--- src/rtl/exe_muldiv_if.sv ---
// rtl/exe_muldiv_if.sv - EXE-stage multiply/divide handshake bundle
//
// Groups the pipeline-side operands/controls and the unit's results.
//   master : pipeline side (drives opcode, operands, flush; reads stall/done/HI/LO)
//   slave  : exe_muldiv unit
// Optional MULDIV_MADD_EN adds EXE_HIin/EXE_LOin (forwarded architectural HI/LO).
interface exe_muldiv_if;
  logic [2:0]  EXE_MulDivOp;
  logic [31:0] EXE_BusA;
  logic [31:0] EXE_BusB;
  logic        MEM_Flush;
  logic        EXE_MulDivStall;
  logic        EXE_MulDivDone;
  logic [31:0] EXE_HI;
  logic [31:0] EXE_LO;
`ifdef MULDIV_MADD_EN
  logic [31:0] EXE_HIin;
  logic [31:0] EXE_LOin;

  modport master (
    output EXE_MulDivOp, EXE_BusA, EXE_BusB, MEM_Flush, EXE_HIin, EXE_LOin,
    input  EXE_MulDivStall, EXE_MulDivDone, EXE_HI, EXE_LO
  );

  modport slave (
    input  EXE_MulDivOp, EXE_BusA, EXE_BusB, MEM_Flush, EXE_HIin, EXE_LOin,
    output EXE_MulDivStall, EXE_MulDivDone, EXE_HI, EXE_LO
  );
`else
  modport master (
    output EXE_MulDivOp, EXE_BusA, EXE_BusB, MEM_Flush,
    input  EXE_MulDivStall, EXE_MulDivDone, EXE_HI, EXE_LO
  );

  modport slave (
    input  EXE_MulDivOp, EXE_BusA, EXE_BusB, MEM_Flush,
    output EXE_MulDivStall, EXE_MulDivDone, EXE_HI, EXE_LO
  );
`endif
endinterface

--- src/rtl/exe_muldiv.sv ---
// rtl/exe_muldiv.sv - multi-cycle multiply/divide unit for the EXE stage
//
// Ports:
//   clk  : clock
//   rst  : asynchronous active-low reset
//   md   : exe_muldiv_if.slave
//          EXE_MulDivOp (0 none, 1 MULT, 2 MULTU, 3 DIV, 4 DIVU, 5 MADD, 6 MSUB)
//          EXE_BusA/EXE_BusB operands, MEM_Flush cancel,
//          EXE_MulDivStall hold-front, EXE_MulDivDone one-cycle result pulse,
//          EXE_HI/EXE_LO result (product high/low or remainder/quotient)
// Parameter MUL_LAT (1..4): cycles spent in MUL before DONE.
// Macro MULDIV_MADD_EN: enables MADD/MSUB (ops 5/6) with EXE_HIin/EXE_LOin,
// one extra accumulate cycle. Undefined: ops 5..7 are no-ops.
module exe_muldiv #(
  parameter int MUL_LAT = 2
) (
  input logic         clk,
  input logic         rst,
  exe_muldiv_if.slave md
);

  typedef enum logic [1:0] {S_IDLE, S_MUL, S_DIV, S_DONE} state_t;

  localparam logic [2:0] OP_MULT  = 3'd1;
  localparam logic [2:0] OP_MULTU = 3'd2;
  localparam logic [2:0] OP_DIV   = 3'd3;
  localparam logic [2:0] OP_DIVU  = 3'd4;
`ifdef MULDIV_MADD_EN
  localparam logic [2:0] OP_MADD  = 3'd5;
  localparam logic [2:0] OP_MSUB  = 3'd6;
`endif

  // Product pipeline depth ahead of the HI/LO register; at least one entry
  // is declared so MUL_LAT=1 still elaborates (it then bypasses the array).
  localparam int PD = (MUL_LAT > 1) ? MUL_LAT - 1 : 1;

  state_t      state, state_nxt;
  logic [4:0]  cnt;
  logic [2:0]  op_q;
  logic [31:0] a_q, b_q;
  logic [31:0] dvs_q, quo_q, rem_q;
  logic        neg_quo_q, neg_rem_q;
  logic [63:0] pipe_q [PD];
  logic [31:0] hi_q, lo_q, hi_prev, lo_prev;
`ifdef MULDIV_MADD_EN
  logic [63:0] hilo_in_q;
  logic [63:0] acc_q;
`endif

  // ---------------------------------------------------------------- decode
  logic op_mul, op_acc, op_div, start;
  logic a_neg, b_neg;
  logic [31:0] a_mag, b_mag;

  always_comb begin
    op_mul = (md.EXE_MulDivOp == OP_MULT) || (md.EXE_MulDivOp == OP_MULTU);
    op_acc = 1'b0;
`ifdef MULDIV_MADD_EN
    op_acc = (md.EXE_MulDivOp == OP_MADD) || (md.EXE_MulDivOp == OP_MSUB);
`endif
    op_div = (md.EXE_MulDivOp == OP_DIV) || (md.EXE_MulDivOp == OP_DIVU);
    start  = (op_mul || op_acc || op_div) && !md.MEM_Flush;

    // Divide runs on magnitudes; signs are applied to the final result.
    a_neg = (md.EXE_MulDivOp == OP_DIV) && md.EXE_BusA[31];
    b_neg = (md.EXE_MulDivOp == OP_DIV) && md.EXE_BusB[31];
    a_mag = a_neg ? -md.EXE_BusA : md.EXE_BusA;
    b_mag = b_neg ? -md.EXE_BusB : md.EXE_BusB;
  end

  // -------------------------------------------------------------- multiply
  // Operands are sign- or zero-extended to 64 bits; the low 64 bits of the
  // product are then correct for both signed and unsigned forms.
  logic        mul_signed;
  logic [63:0] ma, mb, prod, mul_tail, mul_fin;

  always_comb begin
    mul_signed = (op_q != OP_MULTU);
    ma         = {{32{mul_signed & a_q[31]}}, a_q};
    mb         = {{32{mul_signed & b_q[31]}}, b_q};
    prod       = ma * mb;
    mul_tail   = (MUL_LAT > 1) ? pipe_q[PD-1] : prod;
    mul_fin    = mul_tail;
`ifdef MULDIV_MADD_EN
    if ((op_q == OP_MADD) || (op_q == OP_MSUB)) begin
      mul_fin = acc_q;
    end
`endif
  end

  // ---------------------------------------------------------------- divide
  // One restoring step: shift the next dividend bit into the partial
  // remainder, subtract the divisor if it fits.
  logic [32:0] rem_sh;
  logic        q_bit;
  logic [31:0] rem_nxt, quo_nxt, div_hi, div_lo;

  always_comb begin
    rem_sh  = {rem_q, quo_q[31]};
    q_bit   = (rem_sh >= {1'b0, dvs_q});
    rem_nxt = q_bit ? (rem_sh[31:0] - dvs_q) : rem_sh[31:0];
    quo_nxt = {quo_q[30:0], q_bit};
    div_lo  = neg_quo_q ? -quo_nxt : quo_nxt;
    div_hi  = neg_rem_q ? -rem_nxt : rem_nxt;
  end

  // ------------------------------------------------------------------- FSM
  logic stall, done;

  always_ff @(posedge clk or negedge rst) begin
    if (!rst) begin
      state <= S_IDLE;
    end else begin
      state <= state_nxt;
    end
  end

  always_comb begin
    state_nxt = state;
    stall     = 1'b0;
    done      = 1'b0;
    case (state)
      S_IDLE: begin
        if (start) begin
          stall     = 1'b1;
          state_nxt = op_div ? S_DIV : S_MUL;
        end
      end
      S_MUL, S_DIV: begin
        stall = 1'b1;
        if (md.MEM_Flush) begin
          state_nxt = S_IDLE;
        end else if (cnt == 5'd0) begin
          state_nxt = S_DONE;
        end
      end
      S_DONE: begin
        done      = !md.MEM_Flush;
        state_nxt = S_IDLE;
      end
      default: state_nxt = S_IDLE;
    endcase
    // Start decode is combinational, so gate it out while reset is held.
    if (!rst) begin
      stall = 1'b0;
    end
  end

  // -------------------------------------------------------------- datapath
  always_ff @(posedge clk or negedge rst) begin
    if (!rst) begin
      cnt       <= 5'd0;
      op_q      <= 3'd0;
      a_q       <= 32'd0;
      b_q       <= 32'd0;
      dvs_q     <= 32'd0;
      quo_q     <= 32'd0;
      rem_q     <= 32'd0;
      neg_quo_q <= 1'b0;
      neg_rem_q <= 1'b0;
      hi_q      <= 32'd0;
      lo_q      <= 32'd0;
      hi_prev   <= 32'd0;
      lo_prev   <= 32'd0;
      for (int i = 0; i < PD; i++) begin
        pipe_q[i] <= 64'd0;
      end
`ifdef MULDIV_MADD_EN
      hilo_in_q <= 64'd0;
      acc_q     <= 64'd0;
`endif
    end else begin
      case (state)
        S_IDLE: begin
          if (start) begin
            op_q      <= md.EXE_MulDivOp;
            a_q       <= md.EXE_BusA;
            b_q       <= md.EXE_BusB;
            dvs_q     <= b_mag;
            quo_q     <= a_mag;
            rem_q     <= 32'd0;
            neg_quo_q <= a_neg ^ b_neg;
            neg_rem_q <= a_neg;
            if (op_div) begin
              cnt <= 5'd31;
            end else if (op_acc) begin
              cnt <= 5'(MUL_LAT);
            end else begin
              cnt <= 5'(MUL_LAT - 1);
            end
`ifdef MULDIV_MADD_EN
            hilo_in_q <= {md.EXE_HIin, md.EXE_LOin};
`endif
          end
        end
        S_MUL: begin
          if (cnt != 5'd0) begin
            cnt <= cnt - 5'd1;
          end
          // Operands are stable for the whole MUL stay, so the pipe simply
          // fills and then holds the same product.
          pipe_q[0] <= prod;
          for (int i = 1; i < PD; i++) begin
            pipe_q[i] <= pipe_q[i-1];
          end
`ifdef MULDIV_MADD_EN
          acc_q <= (op_q == OP_MSUB) ? (hilo_in_q - mul_tail) : (hilo_in_q + mul_tail);
`endif
          if (!md.MEM_Flush && (cnt == 5'd0)) begin
            hi_prev <= hi_q;
            lo_prev <= lo_q;
            hi_q    <= mul_fin[63:32];
            lo_q    <= mul_fin[31:0];
          end
        end
        S_DIV: begin
          if (cnt != 5'd0) begin
            cnt <= cnt - 5'd1;
          end
          rem_q <= rem_nxt;
          quo_q <= quo_nxt;
          if (!md.MEM_Flush && (cnt == 5'd0)) begin
            hi_prev <= hi_q;
            lo_prev <= lo_q;
            hi_q    <= div_hi;
            lo_q    <= div_lo;
          end
        end
        S_DONE: begin
          // A flush that lands on the result cycle kills the instruction,
          // so the architectural-looking outputs revert.
          if (md.MEM_Flush) begin
            hi_q <= hi_prev;
            lo_q <= lo_prev;
          end
        end
        default: ;
      endcase
    end
  end

  assign md.EXE_MulDivStall = stall;
  assign md.EXE_MulDivDone  = done;
  assign md.EXE_HI          = hi_q;
  assign md.EXE_LO          = lo_q;

endmodule

--- src/flat_wrapper.sv ---
// flat-port wrapper written by rule: the top's interface ports become plain ports
module exe_muldiv_flat 
#(
  parameter int MUL_LAT = 2
)
  (clk, rst, md_EXE_MulDivOp, md_EXE_BusA, md_EXE_BusB, md_MEM_Flush, md_EXE_MulDivStall, md_EXE_MulDivDone, md_EXE_HI, md_EXE_LO);
  exe_muldiv_if md_i ();
  input logic clk;
  input logic rst;
  input wire logic [$bits(md_i.EXE_MulDivOp)-1:0] md_EXE_MulDivOp;
  input wire logic [$bits(md_i.EXE_BusA)-1:0] md_EXE_BusA;
  input wire logic [$bits(md_i.EXE_BusB)-1:0] md_EXE_BusB;
  input wire logic [$bits(md_i.MEM_Flush)-1:0] md_MEM_Flush;
  output wire logic [$bits(md_i.EXE_MulDivStall)-1:0] md_EXE_MulDivStall;
  output wire logic [$bits(md_i.EXE_MulDivDone)-1:0] md_EXE_MulDivDone;
  output wire logic [$bits(md_i.EXE_HI)-1:0] md_EXE_HI;
  output wire logic [$bits(md_i.EXE_LO)-1:0] md_EXE_LO;
  assign md_i.EXE_MulDivOp = md_EXE_MulDivOp;
  assign md_i.EXE_BusA = md_EXE_BusA;
  assign md_i.EXE_BusB = md_EXE_BusB;
  assign md_i.MEM_Flush = md_MEM_Flush;
  assign md_EXE_MulDivStall = md_i.EXE_MulDivStall;
  assign md_EXE_MulDivDone = md_i.EXE_MulDivDone;
  assign md_EXE_HI = md_i.EXE_HI;
  assign md_EXE_LO = md_i.EXE_LO;
  exe_muldiv #(.MUL_LAT(MUL_LAT)) u_core (.clk(clk), .rst(rst), .md(md_i));
endmodule
--- config.mk ---
export PLATFORM = sky130hd
export DESIGN_NAME = exe_muldiv_flat
export DESIGN_NICKNAME = d
export VERILOG_FILES = /design/src/rtl/exe_muldiv_if.sv /design/src/rtl/exe_muldiv.sv /design/src/flat_wrapper.sv
export SDC_FILE = /design/constraint.sdc
export NUM_CORES = 2
export LEC_CHECK = 0
export CORE_UTILIZATION = 60
export CTS_BUF_LIST = sky130_fd_sc_hd__clkbuf_4
export CTS_CLUSTER_SIZE = 40
export DETAILED_ROUTE_END_ITERATION = 6
export PLACE_DENSITY = 0.78
export SYNTH_ARGS = -nofsm -noshare
export SYNTH_HDL_FRONTEND = slang
export SYNTH_SLANG_ARGS = --single-unit
--- constraint.sdc ---
create_clock -name clk -period 22.3 [get_ports clk]
set_clock_uncertainty 0.2 [all_clocks]
set_input_delay 4.46 -clock clk [delete_from_list [all_inputs] [get_ports clk]]
set_output_delay 4.46 -clock clk [all_outputs]
set_load 0.005 [all_outputs]
Yosys cells after proc, flatten, opt, wreduce, memory -nomap -nowiden
Cells that the tools add are included.
W data, S select, Z words.
{"block": "word_totals", "ff_bits": 364, "output_inout_bits": 66, "word_cells": 91}
{"block": "classes", "addsub": 6, "multipliers": 1, "order_cmp": 1, "eq_ne": 14, "mux": 30, "n_bitwise": 3, "reduce_logical": 21}
{"operator": "$mux W32", "count": 13}
{"operator": "$pmux W32 S3", "count": 2}
{"operator": "$neg A32 Y32", "count": 4}
{"operator": "$pmux W32 S2", "count": 2}
{"operator": "$mul A33 B33 Y64", "count": 1}
{"operator": "$ge A33 B32 Y1", "count": 1}
{"operator": "$sub A32 B32 Y32", "count": 1}
{"operator": "$mux W5", "count": 3}
{"operator": "$pmux W5 S2", "count": 1}
{"operator": "$mux W2", "count": 4}
{"operator": "$ne A2 B1 Y1 const B", "count": 4}
{"operator": "$reduce_and A2 Y1", "count": 4}
{"operator": "$eq A3 B2 Y1 const B", "count": 2}
{"operator": "$pmux W2 S3", "count": 1}
{"operator": "$logic_not A5 Y1", "count": 1}
{"operator": "$reduce_bool A5 Y1", "count": 1}
{"operator": "$sub A5 B1 Y5 const B", "count": 1}
{"operator": "$eq A2 B2 Y1 const B", "count": 2}
{"operator": "$logic_and A1 B1 Y1", "count": 4}
{"operator": "$reduce_and A4 Y1", "count": 1}
{"operator": "$reduce_bool A2 Y1", "count": 2}
{"operator": "$eq A3 B1 Y1 const B", "count": 1}
{"operator": "$eq A3 B3 Y1 const B", "count": 1}
{"operator": "$logic_or A1 B1 Y1", "count": 3}
{"operator": "other kinds (13)", "count": 16}

Depth between registers and ports, before layout
{"block": "depth", "ltp_word": 7, "ltp_mapped": 34, "depth_no_buf": 32}

Least setup slack after synthesis
OpenSTA, ideal clock, no wires.
{"block": "synth_timing", "path_type": "input to output", "start": "input port md_EXE_MulDivOp[0]", "end": "output port md_EXE_MulDivStall", "arrival_time_ns": 5.621, "t_required_ns": 17.640, "slack_ns": 12.019, "stages": 8, "path_buffers": 2, "path_cell_list": "nor2_1 > xor2_1 > nor2_1 > and2_1 > clkbuf_1 > clkbuf_1 > nor2_1 > nor3b_1"}
{"block": "synth_via", "elab_chain_len": 7, "elab_cells_between_ends": 11, "classes_between": "eq/ne: 4; mux: 3; reduce/logical: 4"}
{"element": "from (decl)", "line": "flat_wrapper.sv:10", "text": "input wire logic [$bits(md_i.EXE_MulDivOp)-1:0] md_EXE_MulDivOp;"}
{"element": "$eq A3 B1 Y1 (tied with other cells)", "line": "exe_muldiv.sv:56", "text": "op_mul = (md.EXE_MulDivOp == OP_MULT) || (md.EXE_MulDivOp == OP_MULTU);"}
{"element": "$logic_or A1 B1 Y1, on equally long branches", "line": "exe_muldiv.sv:56, exe_muldiv.sv:61"}
{"element": "$logic_or A1 B1 Y1 (*)", "line": "exe_muldiv.sv:62", "text": "start = (op_mul || op_acc || op_div) && !md.MEM_Flush;"}
{"element": "$logic_and A1 B1 Y1 (*)", "line": "exe_muldiv.sv:62"}
{"element": "$mux W1 (*)", "line": "exe_muldiv.sv:124", "text": "if (start) begin"}
{"element": "$pmux W1 S2 (*)", "line": "exe_muldiv.sv:122", "text": "case (state)"}
{"element": "$mux W1 (*)", "line": "exe_muldiv.sv:144", "text": "if (!rst) begin"}
{"element": "to (decl)", "line": "flat_wrapper.sv:14", "text": "output wire logic [$bits(md_i.EXE_MulDivStall)-1:0] md_EXE_MulDivStall;"}
Mark *: on every way between the ends. The rest lies on a longest branch, timed or not.

Worst setup path in the final report
{"block": "layout_timing", "start": "input port md_EXE_MulDivOp[1]", "end": "output port md_EXE_MulDivStall"}
The elaborated chain is that of the path after synthesis.

==> summary.txt <==
GRT
  – Initial antenna violation count: 7
  – Largest net degree at the start of global routing: ~130
  – Most Crowded Layer GR: met2
  – GRT met3 Usage: between 6 and 7%
  – Met2 track demand over resource: 57.0%
  – Overflow after GRT: 0
  – Vias in the first global route: 47700
  – Grt met1 use: between 40% and 50%
  – First-pass GRT wire length: ~260000 um
  – All-Layer GR Usage: around a third

Floorplan
  – I/O pin cnt: between 100 and 150
  – Die Area: about 0.098 sq mm
  – Die H: 313 um
  – Initial Util: approximately three fifths
  – Die width: ~310 um
  – Core area: around 0.095 sq mm
  – Num rows: 113

Synth
  – Cell Area, Synth: around 0.058 sq mm
  – Largest cells by area after synthesis: fa_1 (39%), dfrtp_1 (16%), inv_1 (7.5%), nand2_1 (7.4%), ha_1 (5.5%)
  – Syn_area_per_cell: approximately 9.1 sq um
  – Yosys top cell by area: fa_1
  – Seq/Total Area, Yosys: between 15 and 20%
  – Post-synth EDFFs: 0
  – Synth Register Bits: 363
  – Share of the synthesized area in the top cell type: about two fifths
  – Cells after synthesis: 6349
  – Synth top cells by count: inv_1 (1166), nand2_1 (1139), fa_1 (1126)
  – Post-synthesis cell type count: 107
  – Count leader, synth: inv_1
  – Most used DFF post-synth: dfrtp_1
  – Post-synth ARST share: between 90% and 100%
  – Yosys Warn Count: 0
  – Post-Syn Nets: between 7000 and 8000

Finish
  – Area grow syn2layout: 5.54%
  – Nets: 7744
  – Layout cells sized above 1: approximately 6.5%

Timing
  – TNS Setup: 0 ns
  – Final worst slack: about 11 ns
  – Period minus WS final: between 10 and 15 ns
  – Worst Tran Pin Value: approximately 1.2 ns
  – Final number of setup-violating endpoints: 0
  – Final Cycle Share: approximately 50%
  – RSZ-0062 raised after global routing: no
  – Relative slew margins: a little under a quarter
  – Fin. max-slew vios: 0
  – Hold Fails Final Rpt: 0
  – Fmax: about 90 MHz

Placed design
  – Dpl ws: roughly 11 ns
  – Post-DP HPWL: between 100000 and 150000 um
  – Final Wtd Congestion: 0.953
  – Input/output buffers: ~140

Setup path
  – Critical Path RT: 17.64 ns
  – Largest stage delay on the critical path: between 0.5 and 0.6 ns
  – Worst Path Buf+Inv: 2
  – Critical setup path kind: input pin to output pin
  – Worst-path maximum fanout: 3
  – Sequence of cells on the critical path: clkdlybuf4s50_1, nor2_1, xor2_1, nor2_1, and2_2, nor2_1, nor3b_1, clkdlybuf4s50_1
  – Worst path arrival time: between 6 and 7 ns
  – Crit start category: input pin
  – Crit path max-delay family: buffers and inverters
  – CP endpoint kind: output pin
  – Slowest stage cell, crit path: clkdlybuf4s50_1
  – CP most frequent cell: nor2_1

Clocking
  – Post-CTS Hold Fix Bufs: 0
  – CTS tree: yes
  – Worst-skew pair later-pin latency: roughly 0.83 ns
  – Root Buffer: clkbuf_4
  – Post-CTS sizing: 0
  – Clock tree sinks: between 300 and 400
  – Max Root-Sink Buffers: 3
  – H-tree depth: 3
  – Clock slew at reported path FFs: about 0.06 ns
  – Post-CTS setup buffers: 0
  – Num CTS Buffers: 83

Routing
  – DRT Pass-1 Iters: 6
  – Routed WL: between 150000 and 200000 um
  – DR vias: around 45000
  – Iteration-0 DRC Markers: around 3600
  – Vias per Instance: 5.87
  – Avg WL per Cell: about 21 um
  – Post-route ant nets: 0
  – DRC viols: 0

Hold path
  – Hold Crit Class: flip-flop to flip-flop

Run status
  – Status: complete, no violations

Run
  – Max Cap Viol: 0
[worst reg2reg max path, cell delays in order (launching register included)]
cell and delay [ns]:
dfrtp_1 0.33, buf_4 0.44, and2_1 0.87, nand2_1 0.31, inv_1 0.15, fa_1 0.40
inv_1 0.23, fa_1 0.50, inv_1 0.20, fa_1 0.50, fa_1 0.60, inv_1 0.60
fa_1 0.57, fa_1 0.57, fa_1 0.43, fa_1 0.49, inv_1 0.04, ha_1 0.34
a21o_1 0.18, a21oi_1 0.16, o31ai_1 0.09, a31oi_1 0.29, o211ai_1 0.23, o31ai_1 0.45
o21ai_0 0.20, xnor2_1 0.15, mux2_2 0.27
[layout by cell type (no fill, tap or decap), types with 15 or more instances in the layout]
master / Yosys / layout
a21o_1: 43 / 43
a21oi_1: 176 / 176
a221oi_1: 15 / 15
a22oi_1: 53 / 53
a31oi_1: 59 / 59
and2_1: 377 / 375
and3_1: 29 / 29
buf_4: 1 / 76
clkbuf_4: 1 / 120
clkdlybuf4s50_1: 0 / 134
clkinv_1: 1 / 17
dfrtp_1: 363 / 354
fa_1: 1126 / 1126
ha_1: 254 / 251
inv_1: 1166 / 1166
mux2_2: 120 / 120
mux2i_1: 21 / 21
nand2_1: 1139 / 1137
nand2b_1: 16 / 16
nand3_1: 47 / 47
nand4_1: 21 / 21
nor2_1: 227 / 226
nor3_1: 32 / 32
o21ai_0: 202 / 202
o31ai_1: 36 / 36
or3_1: 20 / 20
xnor2_1: 139 / 139
xor2_1: 77 / 77
[through the flow]
step | area (sq um) | std cells | utilization (%) | hold slack, ns
after floorplan | 58000 | 6349 | - | 0.246
after detailed placement | 60200 | 7474 | 63.0 | 0.267
after global routing | 61200 | 7620 | 64.1 | 0.312
final | 61200 | 7620 | 64.1 | 0.280
after global placement | 60200 | 7474 | 63.0 | 0.260
after CTS | 61200 | 7619 | 64.1 | 0.285
[cell type report]
| class | count | area, sq um |
|---|---|---|
| clock buffer | 120 | 901 |
| antenna | 1 | 2.50 |
| tap | 1265 | 1580 |
| clock inverter | 25 | 145 |
| fill | 7804 | 34200 |
| multi-input combinational | 4466 | 43100 |
| sequential | 363 | 9090 |
| timing repair buffer | 212 | 1950 |
| inverter | 1168 | 4380 |
[path summary, 6_finish.rpt]
check	start	end	slack [ns]	depth (start not counted)
worst max register to register	u_core.a_q[31]	u_core.mul_fin[63]	12.38	26
worst min register to register	u_core.dvs_q[20]	u_core.dvs_q[20]	0.28	2
worst max-delay path	md_EXE_MulDivOp[1]	md_EXE_MulDivStall	11.26	8
min in group asynchronous	rst	u_core.lo_prev[12]	3.43	1
worst min-delay path	u_core.dvs_q[20]	u_core.dvs_q[20]	0.28	2
max in group asynchronous	rst	u_core.b_q[23]	16.21	3
[layer usage]
layer  vias to the layer above  wire length [um]
met1                     22700             58800
met3                       665             12700
met2                      2066             77700
met5                         -                23
met4                         4             10800
li1                      19300                 -
[cell families after synthesis]
family | share of synthesized area (%)
adders and majority gates | 44.4
buffers and inverters | 10.0
muxes | 2.71
and+or+nand+nor | 15.9
DFF | 15.7
xor gates and xnor gates | 3.26
AOI/OAI and AO/OA | 8.09
[flip-flops by register name, summed over array words and instances (netlist names), 3 cells and up]
name,flops
u_core.mul_fin,64
u_core.a_q,32
u_core.dvs_q,32
u_core.hi_prev,32
u_core.lo_prev,32
u_core.md.EXE_HI,32
u_core.md.EXE_LO,32
u_core.quo_q,32
u_core.rem_q,32
u_core.b_q,31
u_core.cnt,5
u_core.op_q,3
Power is left out: the tool's default activity adds up to more than one toggle a clock period on the data nets, which glitch-free logic cannot reach.
